<file path="src/rtl/fetch_unit.sv">
// Instruction fetch stage: sequential PC generation, imem read issue,
// in-order instruction buffer and redirect/flush handling.
module fetch_unit #(
  parameter logic [31:0] RESET_PC        = 32'h0000_0000,
  parameter int          BUF_DEPTH       = 4,
  parameter int          MAX_OUTSTANDING = 2
) (
  input  logic        clk,
  input  logic        rst,
  output logic        imem_req_valid,
  input  logic        imem_req_ready,
  output logic [31:0] imem_req_addr,
  input  logic        imem_rsp_valid,
  input  logic [31:0] imem_rsp_data,
  input  logic        redirect_valid,
  input  logic [31:0] redirect_pc,
  output logic        if_valid,
  input  logic        if_ready,
  output logic [31:0] if_instr,
  output logic [31:0] if_pc
);

  localparam int OW = $clog2(MAX_OUTSTANDING + 1);
  localparam int CW = $clog2(BUF_DEPTH + 1);
  localparam int PW = $clog2(BUF_DEPTH);

  logic [31:0]   r_pc;
  logic [31:0]   r_rsp_pc;
  logic [OW-1:0] r_out;
  logic [OW-1:0] r_drop;
  logic [CW-1:0] r_cnt;
  logic [PW-1:0] r_wp;
  logic [PW-1:0] r_rp;
  logic [31:0]   r_pcq [BUF_DEPTH];
  logic [31:0]   r_iq  [BUF_DEPTH];

  logic          w_pop;
  logic          w_fire;
  logic          w_push;
  logic          w_drop;
  logic [31:0]   w_occ;
  logic [31:0]   w_redir_pc;
  logic          w_unused;

  assign w_unused   = ^redirect_pc[1:0];
  assign w_redir_pc = {redirect_pc[31:2], 2'b00};

  assign if_valid = !rst && (r_cnt != '0) && !redirect_valid;
  assign w_pop    = if_valid && if_ready;

  // Slots already promised: in-flight requests plus buffered entries.
  assign w_occ = 32'(r_out) + 32'(r_cnt) - {31'd0, w_pop};

  assign imem_req_valid = !rst && !redirect_valid &&
                          (r_out < OW'(MAX_OUTSTANDING)) &&
                          (w_occ < 32'(BUF_DEPTH));
  assign imem_req_addr  = r_pc;
  assign w_fire         = imem_req_valid && imem_req_ready;

  assign w_drop = imem_rsp_valid && (r_drop != '0);
  assign w_push = !rst && imem_rsp_valid && (r_drop == '0) &&
                  !redirect_valid;

  assign if_pc    = (r_cnt != '0) ? r_pcq[r_rp] : '0;
  assign if_instr = (r_cnt != '0) ? r_iq[r_rp]  : '0;

  // PC, outstanding/drop bookkeeping and FIFO pointers.
  always_ff @(posedge clk) begin
    if (rst) begin
      r_pc     <= RESET_PC;
      r_rsp_pc <= RESET_PC;
      r_out    <= '0;
      r_drop   <= '0;
      r_cnt    <= '0;
      r_wp     <= '0;
      r_rp     <= '0;
    end else if (redirect_valid) begin
      r_pc     <= w_redir_pc;
      r_rsp_pc <= w_redir_pc;
      r_cnt    <= '0;
      r_wp     <= '0;
      r_rp     <= '0;
      r_out    <= r_out - OW'(imem_rsp_valid);
      r_drop   <= r_out - OW'(imem_rsp_valid);
    end else begin
      if (w_fire)
        r_pc <= r_pc + 32'd4;
      r_out <= r_out + OW'(w_fire) - OW'(imem_rsp_valid);
      if (w_drop)
        r_drop <= r_drop - OW'(1);
      if (w_push) begin
        r_rsp_pc <= r_rsp_pc + 32'd4;
        r_wp     <= r_wp + PW'(1);
      end
      if (w_pop)
        r_rp <= r_rp + PW'(1);
      r_cnt <= r_cnt + CW'(w_push) - CW'(w_pop);
    end
  end

  // Buffer storage; contents only meaningful below r_cnt.
  always_ff @(posedge clk) begin
    if (w_push) begin
      r_pcq[r_wp] <= r_rsp_pc;
      r_iq[r_wp]  <= imem_rsp_data;
    end
  end

  // Issue throttling must make buffer overflow unreachable.
  always_ff @(posedge clk) begin
    if (!rst) begin
      assert (!(w_push && !w_pop && r_cnt == CW'(BUF_DEPTH)));
      assert (!(imem_rsp_valid && r_out == '0));
    end
  end

endmodule

</file>
<file path="config.mk">
export PLATFORM = sky130hd
export DESIGN_NAME = fetch_unit
export DESIGN_NICKNAME = d
export VERILOG_FILES = /design/src/rtl/fetch_unit.sv
export SDC_FILE = /design/constraint.sdc
export NUM_CORES = 1
export LEC_CHECK = 0
export ABC_AREA = 1
export ABC_CLOCK_PERIOD_IN_PS = 5600
export CAP_MARGIN = 30
export CORE_MARGIN = 5
export CORE_UTILIZATION = 28
export CTS_CLUSTER_SIZE = 20
export DETAILED_ROUTE_END_ITERATION = 8
export PLACE_DENSITY_LB_ADDON = 0.15
export SETUP_SLACK_MARGIN = 0.15
export SKIP_LAST_GASP = 1
export SLEW_MARGIN = 20
export SYNTH_ARGS = -nofsm -noshare
export SYNTH_HDL_FRONTEND = slang
export SYNTH_SLANG_ARGS = --single-unit
</file>
<file path="constraint.sdc">
create_clock -name clk -period 5.6 [get_ports clk]
set_input_delay 0.56 -clock clk [delete_from_list [all_inputs] [get_ports clk]]
set_output_delay 0.56 -clock clk [all_outputs]
set_load 0.03 [all_outputs]
</file>
==> metrics.txt <==
endpoint of the most critical register-to-register path=r_out[1]$_SDFF_PP0_; share of synthesized cell area in full adder, half adder and majority cells=between 1.5 and 2%; worst flop-to-flop path startpoint=r_cnt[1]$_SDFF_PP0_; share of layout cells above drive strength 1=6.16%; post-layout net count=between 1,500 and 2,000; critical-path maximum fanout=26; destination of the critical timing path=imem_req_valid; simple-gate share of the synthesized area=about a fifth; hold bufs inserted after CTS=0; DRT iter0 DRCs=570; classification of the worst-slack hold path=flop to flop; number of clock buffers inserted by TritonCTS=37; share of the synthesized area in compound gates (AO/OA/AOI/OAI)=between 10% and 20%; height of the die=~240 µm; Leakage Power=between 6 and 7 nW; synthesized area per cell=9.26 µm²; Peak VDD IR=~0.00016 V; element type at the critical path end=output pin; Achievable Freq=roughly 240 MHz; Post-synth EDFFs=between 200 and 250; final setup vio count=0; cell type with the largest total area after synthesis=sky130_fd_sc_hd__edfxtp_1; leading post-synthesis cells by cell area=sky130_fd_sc_hd__edfxtp_1 (51%), sky130_fd_sc_hd__dfxtp_1 (10%), sky130_fd_sc_hd__nor2_1 (8.8%); CTS tree=done; Synth Register Bits=321; Netlist cell types=40; netlist area before placement=approximately 0.015 mm²; Power, Total=around 5.5 mW; cells after synthesis=between 1,500 and 2,000; source of the critical timing path=rst; unrepaired setup endpoints after global routing=no; Post-DP HPWL=about 26,000 µm; number of cell instances on the worst register-to-register path=19; vias in the first global route=around 11,000; Avg Vias per Cell=between 4 and 5; antenna violations before repair=0; buffers inserted by post-CTS timing repair=0; number of sinks on the clock net=roughly 320; Hold Violations, Final=0; max-capacitance violation count=0; number of max-slew violations in the final report=0; power per cell area=304 mW/mm²; clock-pin slew on the worst setup and hold paths=0.05 ns; data arrival time at the worst-slack endpoint=between 3 and 4 ns; Setup CP Type=input pin to output pin; die boundary width=between 200 and 250 µm; number of top-level design ports=~170; post-route clock period utilization=around 74%; Max transition margin=about a third; core region area=between 0.05 and 0.06 mm²; proportion of synthesized area in mux cells=0%; Placement Setup Slack=approximately 1.2 ns; area delta synth->final=24.6%; dominant synthesized flop cell=sky130_fd_sc_hd__edfxtp_1; final setup slack of the worst path=1.44 ns; drt drc=0; total via count in the routed design=11,200; largest family of logic cells by synthesized area=simple AND/OR/NAND/NOR gates; global route overflow=0; final critical delay including setup and external delays=around 4.2 ns; overall routed net length=around 42,000 µm; number of fill cells in the layout=~5,300; number of input and output port buffers inserted=between 150 and 200; clock latency of the later-clocked register in the worst-skew pair=0.54 ns; Syn. warnings=0; Yosys top cell area share=approximately half; average wire per standard cell=roughly 17 µm; Total Die Area=0.0569 mm²; row count=83; Worst Setup Start Kind=input pin; number of buffers between clock root and the deepest sink=3; Inserted Diodes=0; WHS=approximately 0.46 ns; end-of-flow core utilization=a little over a third; post-synthesis xor/xnor area fraction=0.958%; Setup Total Neg Slack=0 ns; H-tree depth reported by CTS=2; weighted congestion reported at the end of routability-driven placement=approximately 0.81; register-to-register path setup slack=roughly 2.4 ns; all-layer global routing usage=about 14%; slew of the pin with the lowest slew margin=0.970 ns; number of iterations in the first detailed-routing pass=5; maximum clock skew at final layout=~0.013 ns; first-pass GRT wire length=roughly 64,000 µm; sequential cell area fraction in the yosys report=around 61%; library cell used as clock root buffer=sky130_fd_sc_hd__clkbuf_16; data required time of the worst path=5.04 ns; largest net degree at the start of global routing=between 80 and 90; antenna-violating nets left=0; starting utilization of the core area=~28%; CTS resizes=0; result of the run=finished, final reports clean; fraction of registers with async set or reset after synthesis=0%
registers in the layout (all words and copies together), names as in the netlist, named ones only:
signal         cells
imem_req_addr     30
r_cnt              3
r_drop             2
r_iq             128
r_out              2
r_pcq            120
r_rp               2
r_rsp_pc          30
r_wp               2
cell families (layout without fill, tap and decap cells):
kind of cell,after synthesis,count (layout)
AOI/OAI and AO/OA,296,296
DFF,321,321
xor gates and xnor gates,16,16
adders and majority gates,18,18
other,1,4
and+or+nand+nor,752,752
buffers and inverters,175,347
layout make-up:
type / instances / area (µm²) / area share (%)
sequential: 321 / 8910 / 48.9
multi-input combinational: 1086 / 5040 / 27.7
timing repair buffer: 181 / 1800 / 9.86
clock buffer: 46 / 1000 / 5.50
tap: 680 / 851 / 4.67
inverter: 99 / 375 / 2.06
clock inverter: 21 / 233 / 1.28
routing by layer:
metal | vias up | routed length [µm] | track usage [%]
met1 | 5309 | 19900 | 19.9
li1 | 5615 | - | -
met4 | 0 | 709 | 3.17
met3 | 40 | 2080 | 3.17
met2 | 232 | 19300 | 23.6
met5 | - | 0 | 0
worst min-delay path by stage:
| stage | startpoint | endpoint | slack [ns] | cells after the start |
|---|---|---|---|---|
| 2_1_floorplan | r_rp[1]$_SDFFE_PP0P_ | flop | 0.44 | 2 |
| 3_3_place_gp | r_rp[1]$_SDFFE_PP0P_ | flop | 0.45 | 2 |
| 3_5_place_dp | r_rp[1]$_SDFFE_PP0P_ | flop | 0.45 | 2 |
| 4_1_cts | r_rp[1]$_SDFFE_PP0P_ | flop | 0.46 | 2 |
| 5_1_grt | r_rp[1]$_SDFFE_PP0P_ | flop | 0.49 | 2 |
| 6_report | r_rp[1]$_SDFFE_PP0P_ | flop | 0.46 | 2 |
critical path, cell delays in order:
cell and delay (ns):
sky130_fd_sc_hd__clkdlybuf4s50_1 0.46, sky130_fd_sc_hd__inv_2 0.40, sky130_fd_sc_hd__nand2_4 0.18, sky130_fd_sc_hd__nor2_1 0.17, sky130_fd_sc_hd__nand2_1 0.06, sky130_fd_sc_hd__inv_1 0.16, sky130_fd_sc_hd__ha_1 0.18, sky130_fd_sc_hd__inv_1 0.04
sky130_fd_sc_hd__ha_1 0.26, sky130_fd_sc_hd__nand3_1 0.10, sky130_fd_sc_hd__nand3_1 0.07, sky130_fd_sc_hd__nand2_1 0.10, sky130_fd_sc_hd__nand3_2 0.11, sky130_fd_sc_hd__inv_1 0.07, sky130_fd_sc_hd__clkdlybuf4s50_1 0.67
synth_stat cells (4+ instances only):
master / n
sky130_fd_sc_hd__ha_1: 17
sky130_fd_sc_hd__o211ai_1: 4
sky130_fd_sc_hd__nand3_1: 75
sky130_fd_sc_hd__a21oi_1: 112
sky130_fd_sc_hd__o21ai_1: 5
sky130_fd_sc_hd__nor2_1: 341
sky130_fd_sc_hd__xor2_1: 9
sky130_fd_sc_hd__nor2_2: 7
sky130_fd_sc_hd__nor2_4: 5
sky130_fd_sc_hd__inv_1: 92
sky130_fd_sc_hd__nand4_1: 10
sky130_fd_sc_hd__xnor2_1: 7
sky130_fd_sc_hd__nand3b_1: 13
sky130_fd_sc_hd__inv_2: 6
sky130_fd_sc_hd__dfxtp_1: 73
sky130_fd_sc_hd__edfxtp_1: 248
sky130_fd_sc_hd__buf_2: 16
sky130_fd_sc_hd__clkbuf_1: 49
sky130_fd_sc_hd__buf_1: 4
sky130_fd_sc_hd__o21ai_0: 162
sky130_fd_sc_hd__nand2_1: 286
sky130_fd_sc_hd__buf_4: 4
sky130_fd_sc_hd__a31oi_1: 7
report_power, final:
part / internal (mW) / leakage, nW / switching (mW)
clock network: 1.50 / 0.597 / 0.966
registers: 2.62 / 2.85 / 0.0673
logic: 0.147 / 2.91 / 0.230
cells in the final DEF (no fill, tap or decap), types with 5 or more instances in the layout:
| cell type | instances |
|---|---|
| sky130_fd_sc_hd__nand2_1 | 286 |
| sky130_fd_sc_hd__edfxtp_1 | 248 |
| sky130_fd_sc_hd__inv_1 | 92 |
| sky130_fd_sc_hd__bufinv_16 | 5 |
| sky130_fd_sc_hd__clkinv_1 | 8 |
| sky130_fd_sc_hd__nand3_1 | 75 |
| sky130_fd_sc_hd__xor2_1 | 9 |
| sky130_fd_sc_hd__nor2_2 | 7 |
| sky130_fd_sc_hd__clkbuf_16 | 39 |
| sky130_fd_sc_hd__xnor2_1 | 7 |
| sky130_fd_sc_hd__nor2_1 | 337 |
| sky130_fd_sc_hd__a31oi_1 | 7 |
| sky130_fd_sc_hd__nor2_4 | 9 |
| sky130_fd_sc_hd__clkinv_2 | 5 |
| sky130_fd_sc_hd__o21ai_1 | 5 |
| sky130_fd_sc_hd__dfxtp_1 | 71 |
| sky130_fd_sc_hd__buf_4 | 18 |
| sky130_fd_sc_hd__o21ai_0 | 162 |
| sky130_fd_sc_hd__a21oi_1 | 112 |
| sky130_fd_sc_hd__inv_2 | 5 |
| sky130_fd_sc_hd__nand3b_1 | 13 |
| sky130_fd_sc_hd__nand4_1 | 10 |
| sky130_fd_sc_hd__clkbuf_1 | 7 |
| sky130_fd_sc_hd__ha_1 | 17 |
| sky130_fd_sc_hd__clkdlybuf4s50_1 | 160 |
metrics by stage:
stage	cell area, µm²	instances
2_1_floorplan	14600	1582
3_5_place_dp	17000	2366
6_report	18200	2434
4_1_cts	18200	2433
3_3_place_gp	16900	2364
5_1_grt	18200	2434
(Power assumes the default switching activity.)
